[config.mk]
export PLATFORM = sky130hd
export DESIGN_NAME = execute_stage
export DESIGN_NICKNAME = d
export VERILOG_FILES = /design/src/rtl/execute_stage.sv
export SDC_FILE = /design/constraint.sdc
export NUM_CORES = 2
export LEC_CHECK = 0
export BUFFER_PORTS_ARGS = -buffer_cell sky130_fd_sc_hd__buf_4
export CAP_MARGIN = 20
export CORE_MARGIN = 2
export CORE_UTILIZATION = 36
export DETAILED_ROUTE_END_ITERATION = 8
export HOLD_SLACK_MARGIN = 0.1
export PLACE_DENSITY = 0.48
export SYNTH_ARGS = -nofsm -noshare
export SYNTH_HDL_FRONTEND = slang
export SYNTH_SLANG_ARGS = --single-unit
[constraint.sdc]
create_clock -name clk -period 11 [get_ports clk]
set_input_delay 1.65 -clock clk [delete_from_list [all_inputs] [get_ports clk]]
set_output_delay 1.65 -clock clk [all_outputs]
set_load 0.05 [all_outputs]
[src/rtl/execute_stage.sv]
// RV32-style execute stage with a valid/ready handshake, a registered result slot and
// an iterative shift-add multiplier next to the single-cycle alu.

package execute_stage_pkg;
   localparam logic [5:0] ALU_ADD    = 6'd0;
   localparam logic [5:0] ALU_SUB    = 6'd1;
   localparam logic [5:0] ALU_SLL    = 6'd2;
   localparam logic [5:0] ALU_SLT    = 6'd3;
   localparam logic [5:0] ALU_SLTU   = 6'd4;
   localparam logic [5:0] ALU_XOR    = 6'd5;
   localparam logic [5:0] ALU_SRL    = 6'd6;
   localparam logic [5:0] ALU_SRA    = 6'd7;
   localparam logic [5:0] ALU_OR     = 6'd8;
   localparam logic [5:0] ALU_AND    = 6'd9;
   localparam logic [5:0] ALU_LUI    = 6'd10;
   localparam logic [5:0] ALU_JAL    = 6'd11;
   localparam logic [5:0] ALU_JALR   = 6'd12;
   localparam logic [5:0] ALU_BEQ    = 6'd13;
   localparam logic [5:0] ALU_BNE    = 6'd14;
   localparam logic [5:0] ALU_BLT    = 6'd15;
   localparam logic [5:0] ALU_BGE    = 6'd16;
   localparam logic [5:0] ALU_BLTU   = 6'd17;
   localparam logic [5:0] ALU_BGEU   = 6'd18;
   localparam logic [5:0] ALU_MUL    = 6'd19;
   localparam logic [5:0] ALU_MULH   = 6'd20;
   localparam logic [5:0] ALU_MULHSU = 6'd21;
   localparam logic [5:0] ALU_MULHU  = 6'd22;

   localparam logic [1:0] OP_TYPE_NONE = 2'd0;
   localparam logic [1:0] OP_TYPE_REG  = 2'd1;
   localparam logic [1:0] OP_TYPE_IMM  = 2'd2;
   localparam logic [1:0] OP_TYPE_PC   = 2'd3;
endpackage

module execute_alu
   import execute_stage_pkg::*;
#(
   parameter int XLEN = 32
) (
   input  logic [5:0]      alucode,
   input  logic [XLEN-1:0] op1,
   input  logic [XLEN-1:0] op2,
   output logic [XLEN-1:0] result,
   output logic            br_taken
);
   localparam int SHW = $clog2(XLEN);

   logic [SHW-1:0] shamt_s;
   assign shamt_s = op2[SHW-1:0];

   // Jumps produce the link address op1+4, so op1 is expected to select the pc.
   always_comb begin
      result   = '0;
      br_taken = 1'b0;
      case (alucode)
         ALU_ADD:  result = op1 + op2;
         ALU_SUB:  result = op1 - op2;
         ALU_SLL:  result = op1 << shamt_s;
         ALU_SLT:  result = {{(XLEN-1){1'b0}}, ($signed(op1) < $signed(op2))};
         ALU_SLTU: result = {{(XLEN-1){1'b0}}, (op1 < op2)};
         ALU_XOR:  result = op1 ^ op2;
         ALU_SRL:  result = op1 >> shamt_s;
         ALU_SRA:  result = $unsigned($signed(op1) >>> shamt_s);
         ALU_OR:   result = op1 | op2;
         ALU_AND:  result = op1 & op2;
         ALU_LUI:  result = op2;
         ALU_JAL, ALU_JALR: begin
            result   = op1 + XLEN'(32'd4);
            br_taken = 1'b1;
         end
         ALU_BEQ:  br_taken = (op1 == op2);
         ALU_BNE:  br_taken = (op1 != op2);
         ALU_BLT:  br_taken = ($signed(op1) < $signed(op2));
         ALU_BGE:  br_taken = ($signed(op1) >= $signed(op2));
         ALU_BLTU: br_taken = (op1 < op2);
         ALU_BGEU: br_taken = (op1 >= op2);
         default: begin
            result   = '0;
            br_taken = 1'b0;
         end
      endcase
   end
endmodule

module execute_stage
   import execute_stage_pkg::*;
#(
   parameter int XLEN        = 32,
   parameter bit ALIGN_CHECK = 1'b1
) (
   input  logic            clk,
   input  logic            rst,
   input  logic            flush,
   input  logic            in_valid,
   output logic            in_ready,
   input  logic [XLEN-1:0] pc,
   input  logic [5:0]      alucode,
   input  logic [1:0]      aluop1_type,
   input  logic [1:0]      aluop2_type,
   input  logic [XLEN-1:0] rs1,
   input  logic [XLEN-1:0] rs2,
   input  logic [XLEN-1:0] imm,
   input  logic [4:0]      rd,
   output logic            out_valid,
   input  logic            out_ready,
   output logic [XLEN-1:0] out_alu_result,
   output logic [XLEN-1:0] out_pc_next,
   output logic            out_br_taken,
   output logic            out_misaligned,
   output logic [4:0]      out_rd
);
   localparam int CW = $clog2(XLEN + 1);

   typedef enum logic [0:0] {S_IDLE = 1'b0, S_MUL_BUSY = 1'b1} state_t;

   state_t              state_q;
   logic [CW-1:0]       cnt_q;
   logic [2*XLEN-1:0]   mcand_q, acc_q;
   logic [XLEN-1:0]     mplier_q, mpc_q;
   logic                msign_q, mhigh_q;
   logic [4:0]          mrd_q;

   logic                out_valid_q, out_br_taken_q, out_misaligned_q;
   logic [XLEN-1:0]     out_alu_result_q, out_pc_next_q;
   logic [4:0]          out_rd_q;

   logic [XLEN-1:0]     op1_s, op2_s, alu_result_s, pc_next_d, a_mag_s, b_mag_s;
   logic                alu_taken_s, misaligned_d, is_mul_s, a_neg_s, b_neg_s;
   logic                slot_free_s, accept_s, mul_last_s;
   logic [2*XLEN-1:0]   acc_step_d, final_mag_d, prod_d;
   logic [XLEN-1:0]     mul_result_d;

   // Operand selection for the alu and multiplier.
   always_comb begin
      case (aluop1_type)
         OP_TYPE_REG: op1_s = rs1;
         OP_TYPE_IMM: op1_s = imm;
         OP_TYPE_PC:  op1_s = pc;
         default:     op1_s = '0;
      endcase
      case (aluop2_type)
         OP_TYPE_REG: op2_s = rs2;
         OP_TYPE_IMM: op2_s = imm;
         OP_TYPE_PC:  op2_s = pc;
         default:     op2_s = '0;
      endcase
   end

   execute_alu #(.XLEN(XLEN)) u_alu (
      .alucode  (alucode),
      .op1      (op1_s),
      .op2      (op2_s),
      .result   (alu_result_s),
      .br_taken (alu_taken_s)
   );

   assign is_mul_s    = (alucode == ALU_MUL) || (alucode == ALU_MULH) ||
                        (alucode == ALU_MULHSU) || (alucode == ALU_MULHU);
   assign slot_free_s = !out_valid_q || out_ready;
   assign in_ready    = (state_q == S_IDLE) && slot_free_s && !flush;
   assign accept_s    = in_valid && in_ready;

   // Next pc and alignment flag for single-cycle ops.
   always_comb begin
      if (alu_taken_s && (alucode == ALU_JALR)) begin
         pc_next_d = (rs1 + imm) & ~XLEN'(32'd1);
      end else if (alu_taken_s) begin
         pc_next_d = pc + imm;
      end else begin
         pc_next_d = pc + XLEN'(32'd4);
      end
      misaligned_d = ALIGN_CHECK && alu_taken_s && pc_next_d[1];
   end

   // Operand magnitudes; MUL/MULH treat both sides as signed, MULHSU only rs1.
   always_comb begin
      a_neg_s = (alucode != ALU_MULHU) && op1_s[XLEN-1];
      b_neg_s = ((alucode == ALU_MUL) || (alucode == ALU_MULH)) && op2_s[XLEN-1];
      a_mag_s = a_neg_s ? ('0 - op1_s) : op1_s;
      b_mag_s = b_neg_s ? ('0 - op2_s) : op2_s;
   end

   // Shift-add datapath; once cnt_q reaches XLEN, acc_q already holds the final magnitude.
   always_comb begin
      acc_step_d   = acc_q + (mplier_q[0] ? mcand_q : '0);
      final_mag_d  = (cnt_q == CW'(XLEN)) ? acc_q : acc_step_d;
      prod_d       = msign_q ? ('0 - final_mag_d) : final_mag_d;
      mul_result_d = mhigh_q ? prod_d[2*XLEN-1:XLEN] : prod_d[XLEN-1:0];
      mul_last_s   = (cnt_q >= CW'(XLEN - 1));
   end

   // Control FSM, multiplier state and the output slot.
   always_ff @(posedge clk) begin
      if (rst) begin
         state_q          <= S_IDLE;
         cnt_q            <= '0;
         mcand_q          <= '0;
         acc_q            <= '0;
         mplier_q         <= '0;
         mpc_q            <= '0;
         msign_q          <= 1'b0;
         mhigh_q          <= 1'b0;
         mrd_q            <= '0;
         out_valid_q      <= 1'b0;
         out_br_taken_q   <= 1'b0;
         out_misaligned_q <= 1'b0;
         out_alu_result_q <= '0;
         out_pc_next_q    <= '0;
         out_rd_q         <= '0;
      end else if (flush) begin
         out_valid_q <= 1'b0;
         state_q     <= S_IDLE;
         cnt_q       <= '0;
      end else begin
         if (out_valid_q && out_ready) begin
            out_valid_q <= 1'b0;
         end
         case (state_q)
            S_IDLE: begin
               if (accept_s && is_mul_s) begin
                  mcand_q  <= {{XLEN{1'b0}}, a_mag_s};
                  mplier_q <= b_mag_s;
                  acc_q    <= '0;
                  cnt_q    <= '0;
                  msign_q  <= a_neg_s ^ b_neg_s;
                  mhigh_q  <= (alucode != ALU_MUL);
                  mpc_q    <= pc;
                  mrd_q    <= rd;
                  state_q  <= S_MUL_BUSY;
               end else if (accept_s) begin
                  out_valid_q      <= 1'b1;
                  out_alu_result_q <= alu_result_s;
                  out_pc_next_q    <= pc_next_d;
                  out_br_taken_q   <= alu_taken_s;
                  out_misaligned_q <= misaligned_d;
                  out_rd_q         <= rd;
               end
            end
            S_MUL_BUSY: begin
               if (mul_last_s && slot_free_s) begin
                  out_valid_q      <= 1'b1;
                  out_alu_result_q <= mul_result_d;
                  out_pc_next_q    <= mpc_q + XLEN'(32'd4);
                  out_br_taken_q   <= 1'b0;
                  out_misaligned_q <= 1'b0;
                  out_rd_q         <= mrd_q;
                  cnt_q            <= '0;
                  state_q          <= S_IDLE;
               end else if (cnt_q < CW'(XLEN)) begin
                  acc_q    <= acc_step_d;
                  mcand_q  <= mcand_q << 1;
                  mplier_q <= mplier_q >> 1;
                  cnt_q    <= cnt_q + CW'(1);
               end
            end
            default: state_q <= S_IDLE;
         endcase
      end
   end

   assign out_valid      = out_valid_q;
   assign out_alu_result = out_alu_result_q;
   assign out_pc_next    = out_pc_next_q;
   assign out_br_taken   = out_br_taken_q;
   assign out_misaligned = out_misaligned_q;
   assign out_rd         = out_rd_q;
endmodule

* Word level (Yosys, flattened, before mapping) *
Cells that the tools add are included.

word-level totals
  input port bits = 148
  word-level logic and storage cells = 160
  register bits after elaboration = 278
  output and inout bits = 73

operators by class
  bitwise operators = 6
  muxes and demuxes = 55
  shift operators = 3
  reduce and logical (&&, ||, !) cells = 23
  add/sub/neg operators = 12
  equality and inequality tests = 40
  magnitude comparators = 6

operators with widths
  cell                                                                   number
  64-bit 2-to-1 mux                                                      9
  32-bit 2-to-1 mux                                                      14
  32-bit one-hot mux with 12 select lines                                1
  64-bit one-hot mux with 2 select lines                                 2
  32-bit one-hot mux with 2 select lines                                 3
  32-bit one-hot mux with 3 select lines                                 2
  32-bit by 3-bit adder with 32-bit output, second input constant        3
  32-bit adder                                                           3
  64-bit adder                                                           1
  32-bit greater-or-equal comparator                                     2
  32-bit < comparator                                                    2
  1-bit by 32-bit subtractor with 32-bit output, first input constant    2
  1-bit by 64-bit subtractor with 64-bit output, first input constant    1
  6-bit by 4-bit equality test with 1-bit output, second input constant  8
  6-bit by 5-bit equality test with 1-bit output, second input constant  7
  32-bit bitwise AND                                                     1
  32-bit equality test                                                   1
  32-bit != test                                                         1
  32-bit bitwise OR                                                      1
  32-bit by 5-bit left shift with 32-bit output                          1
  32-bit by 5-bit right shift with 32-bit output                         1
  32-bit by 5-bit >>> shifter with 32-bit output                         1
  32-bit subtractor                                                      1
  32-bit bitwise XOR                                                     1
  other kinds (30)                                                       76

* Depth between registers and ports, before layout *
  word-level depth = 10
  depth in mapped cells = 24
  gate-level depth less buffers = 18

* Cells and area by module *
From an unflattened synthesis, not the netlist that was laid out.

unflattened totals
  cells, all modules = 5,032
  area, all modules = 35,316.4 sq um

modules (own cells, without submodules)
  module         area each (sq um)  times used  seq. area each (sq um)  cells an instance
  execute_stage  25,440.6           1           5,565.3                 3,500
  execute_alu    9,875.7            1           0.0                     1,532

* Worst setup path before layout *
No wires, ideal clock.

  kind = input port to flip-flop
  from = input aluop2_type[0]
  to = register out_pc_next_q[24], in the netlist out_pc_next[24]
  data required time = 10,868 ps
  library setup time = 132 ps
  path buffers = 7
  slack = 3,557 ps
  data arrival time = 7,312 ps
  stages = 22
  cells stage by stage = clkbuf_1 > mux2_2 > a22oi_1 > clkbuf_1 > buf_1 > clkbuf_1 > ha_1 > clkbuf_1 > nor2b_1 > o31ai_1 > nand2_1 > a41oi_1 > o41ai_1 > a221oi_1 > o22ai_1 > mux2i_1 > o211ai_1 > clkbuf_1 > clkbuf_1 > o21ai_0 > a221oi_1 > nor3_1

between the ends
  longest elaborated chain between the ends = 9
  elaborated cells on any way between the ends = 17
  classes of those cells = order compare: 4; eq/ne: 5; mux: 7; reduce/logical: 1

ends and longest elaborated chain
  element                                                                                line      text
  from (decl)                                                                            99        input logic [1:0] aluop2_type,
  2-bit equality test or 2-bit by 1-bit equality test with 1-bit output (tied branches)  141       case (aluop2_type)
  32-bit one-hot mux with 3 select lines (*)                                             141
  32-bit greater-or-equal comparator (tied with other cells)                             76        ALU_BGEU: br_taken = (op1 >= op2);
  1-bit one-hot mux with 7 select lines (*)                                              55        case (alucode)
  32-bit 2-to-1 mux or 1-bit logical AND (tied branches)                                 167, 165
  32-bit 2-to-1 mux (*)                                                                  165       if (alu_taken_s && (alucode == ALU_JALR)) begin
  32-bit 2-to-1 mux (*)                                                                  230       end else if (accept_s) begin
  32-bit 2-to-1 mux (*)                                                                  220       if (accept_s && is_mul_s) begin
  32-bit one-hot mux with 2 select lines (*)                                             218       case (state_q)
  to (signal assigned)                                                                   233       out_pc_next_q <= pc_next_d;
  to (signal assigned)                                                                   243       out_pc_next_q <= mpc_q + XLEN'(32'd4);
  to (decl)                                                                              124       logic [XLEN-1:0] out_alu_result_q, out_pc_next_q;

Every way passes the cells marked *; elsewhere a longest branch is shown, timed or not. The select of a mux whose other input is x is not followed.
A chain may end at the register's enable or synchronous reset.

* Worst setup path in the final report *
  from = input aluop1_type[0]
  to = register out_pc_next_q[3], in the netlist out_pc_next[3]

between the ends
  longest elaborated chain between the ends = 9
  elaborated cells on any way between the ends = 17
  classes of those cells = order compare: 4; eq/ne: 5; mux: 7; reduce/logical: 1

ends and longest elaborated chain
  element                                                                                line      text
  from (decl)                                                                            98        input logic [1:0] aluop1_type,
  2-bit equality test or 2-bit by 1-bit equality test with 1-bit output (tied branches)  135       case (aluop1_type)
  32-bit one-hot mux with 3 select lines (*)                                             135
  32-bit greater-or-equal comparator (tied with other cells)                             76
  1-bit one-hot mux with 7 select lines (*)                                              55
  32-bit 2-to-1 mux or 1-bit logical AND (tied branches)                                 167, 165
  32-bit 2-to-1 mux (*)                                                                  165
  32-bit 2-to-1 mux (*)                                                                  230
  32-bit 2-to-1 mux (*)                                                                  220
  32-bit one-hot mux with 2 select lines (*)                                             218

Marked as above.

==> impl_results.md <==
- Outcome: complete, but fails checks
- Failing checks: max-capacitance violations
- TritonCTS Buffers: 40
- Number of fill cells: roughly 10000
- Register Area: around 5600 um2
- CP dominant cell by count: buf_4
- Proportion of synthesized area in mux cells: 5.63%
- Via/cell ratio: approximately 6.4
- Pint: roughly 2.2 mW
- Highest metal used: met5
- WHS Endpoint: mpc_q[0]
- Flops & latches, synth: around 280
- Leading area contributor after synthesis: dfxtp_1
- GR Util All Layers: 36.7%
- Worst EP arrival: around 8000 ps
- Peak VDD IR: slightly below 0.0001 V
- Later-pin clock latency in the skew report: between 600 and 700 ps
- RSZ-0062 raised after global routing: false
- Synth warnings: 0
- Metal3 WL: about 17000 um
- Fin crit period: 7480 ps
- Row count: 114
- Largest net degree at the start of global routing: 160
- Hold path cells: 2
- Setup violators final: 0
- R2R Setup Slk: between 3000 and 4000 ps
- Die W: roughly 320 um
- Setup Skew: ~40 ps
- Number of library cell types mapped by synthesis: 100
- R2R cell count: 16
- Core area: about 97000 um2
- GPL Wtd Cong: about 1.1
- Die Y: 317 um
- Clock power share: a little over a third
- Worst EP required: 11570 ps
- Multi-input logic area: approximately 28000 um2
- Layout cell share with drive strength beyond 1: between 10% and 20%
- CTS Hold Bufs: 0
- Die ar.: around 100000 um2
- Wire per inst: between 20 and 30 um
- CP max stage delay: approximately 530 ps
- FF-to-FF Start: mplier_q[0]
- H-tree levels: 2
- Routed WL: ~190000 um
- Maxcap violations: 1
- Post-placement setup slack: around 3100 ps
- Clk sinks: between 200 and 300
- Setup crit end kind: flip-flop
- Antenna-violating nets left: 0
- # DRC: 0
- Buf/Inv on CP: 6
- Simple-gate share of the synthesized area: between 20 and 25%
- Mapped Cells: 5165
- Final hold violation count: 0
- Power per cell area: just under 100 nW/um2
- Root Buffer: clkbuf_16
- Compound-gate portion of the synthesized area: about a third
- Syn nets: about 5500
- Max-slew violation count: 0
- Crit path cell chain: buf_4, nor2b_2, buf_4, a22o_1, inv_1, ha_1, fa_1, nor2b_1, o31ai_1, nand2_1, a41oi_1, o41ai_1, buf_4, a221oi_1, buf_4, o22ai_1, mux2i_1, o211ai_1, buf_4, nand2_1, o221ai_1, nand3_1, a21oi_1
- # Post-CTS Setup Buffers: 0
- Worst setup margin: ~3500 ps
- Final TNS setup: 0 ps
- DRT met1 WL: slightly above 80000 um
- Post-CTS Resized: 0
- Drt first pass iters: 9
- First-pass GRT wire length: between 200000 and 300000 um
- Final HPWL DP: 151000 um
- Relative slew margins: under 10%
- Initial antenna violation count: 8
- CP Max Fanout: 48
- Vias in the first global route: 37800
- CTS tree: done
- I/O Buffers: 220
- Most common cell in the synthesized netlist: nand2_1
- Hold_sp: mpc_q[0]
- Clock slew at reported path FFs: about 60 ps
- Comb power frac: between 30% and 40%
- Initial Util: 36.4%
- Synth Flop Type: dfxtp_1
- Post-synthesis xor/xnor area fraction: approximately 7.5%
- Sw frac: about two fifths
- Largest cells by area after synthesis: dfxtp_1, ha_1, a21oi_1, nand2_1, nor2_1
- Reg power frac: about 28%
- Fin nets: ~5500
- Synth Area per Inst: between 6 and 7 um2
- Combinational family with the most area after synthesis: compound AO/OA/AOI/OAI gates
- CP top delay family: compound AO/OA/AOI/OAI gates
- I/O Pins: 221
- Critical path class: in2reg
- Layout Utilization: approximately two fifths
- Most instantiated cells after synthesis: nand2_1, nor2_1, a21oi_1
- Maximum clock rate: between 100 and 150 MHz
- WL met2: just over 80000 um
- Leak: roughly 15 nW
- Seq/Total Area, Yosys: 15.8%
- Area Growth Syn to Fin: 11.2%
- Max Root-Sink Buffers: 3
- Post-Synth Adder-Cell Area: 8.46%
- Gr ovfl total: 0
- Slew of the pin with the lowest slew margin: between 1000 and 1500 ps
- Crit share post-route: between 60% and 70%
- Post-Syn Area: around 35000 um2
- R2R Path End: out_alu_result[27]
- Async set-reset flop share out of synthesis: 0%
- Synth top area share: approximately 16%
- Hold crit path type: reg2reg
- CP max-delay cell: a22o_1
- Number of synthesized flops with an enable pin: 0
- Via count: 41200
- Net Switching: about 1.5 mW
- DR iter-0 viols: 5114
- Critical Path Source Type: input pin
-- sequential cells by signal, indices dropped and copies added (netlist names), 5 cells and up --
register	cells
out_alu_result	32
mrd_q	5
cnt_q	6
acc_q	64
mplier_q	32
out_rd	5
out_pc_next	32
mcand_q	64
mpc_q	32
-- logic make-up after synthesis --
kind of cell | Yosys count
and+or+nand+nor | 1888
AOI/OAI and AO/OA | 1763
buffers and inverters | 513
xor gates and xnor gates | 301
DFF | 278
adders and majority gates | 235
muxes | 187
-- power by group through the flow --
stage,Sequential (mW),Combinational [mW],Clock [mW]
6_report,1.04,1.41,1.34
5_1_grt,1.04,1.48,1.41
4_1_cts,1.04,1.36,1.37
3_5_place_dp,1.06,1.35,0
3_3_place_gp,1.06,1.36,0
2_1_floorplan,1.11,0.810,0
-- final cells by class --
cell class / instances / area share [%]
diodes: 1 / 0.00639
well taps: 1276 / 4.08
repair buffers: 315 / 6.09
multi-input cells: 4374 / 70.9
clock inverters: 8 / 0.243
inverters: 140 / 1.34
flip-flops and latches: 278 / 14.2
clock buffers: 61 / 3.07
-- per-layer routing --
| metal | track usage (%) | up-vias |
|---|---|---|
| met5 | 0 | - |
| met4 | 17.0 | 14 |
| li1 | - | 18900 |
| met2 | 55.4 | 2064 |
| met3 | 7.83 | 411 |
| met1 | 49.9 | 19800 |
-- worst max path at each step --
stage                        start              end  slack, ps  cells past startpoint
CTS                 aluop1_type[0]   out_pc_next[7]       3800                     23
detailed placement  aluop1_type[0]   out_pc_next[7]       3140                     23
global route        aluop1_type[0]   out_pc_next[7]       3250                     23
floorplan           aluop2_type[0]  out_pc_next[24]       3560                     22
finish              aluop1_type[0]   out_pc_next[3]       3520                     23
global placement    aluop1_type[0]   out_pc_next[7]       3250                     23
-- layout by cell type (no fill, tap or decap), types with 41 or more instances in the layout --
cell	instances
a221oi_1	42
xnor2_1	212
buf_4	307
clkbuf_16	41
nor2_1	552
mux2i_1	109
nand3_1	148
a31oi_1	57
a21o_1	61
a211oi_1	88
nand2_1	624
a21oi_1	519
nor2b_1	43
and2_1	93
xor2_1	89
o221ai_1	45
a22oi_1	72
mux2_2	76
nor3_1	138
dfxtp_1	275
o21ai_0	354
nand4_1	77
o211ai_1	93
inv_1	129
ha_1	230
-- metrics by stage --
stage                     power, mW  hold slack, ps  cell area (um2)  std cells
after floorplan                1.92             431            35200       5165
after global placement         2.42             440            37800       6376
after detailed placement       2.42             444            37900       6381
after CTS                      3.77             452            39200       6450
after global routing           3.93             465            39200       6452
final                          3.79             450            39200       6453
-- worst min-delay path, stage by stage, from the launching register on --
cell	delay [ps]
dfxtp_1	300
nand2_1	50
a21oi_1	50
Power figures use the tool's default switching activity.
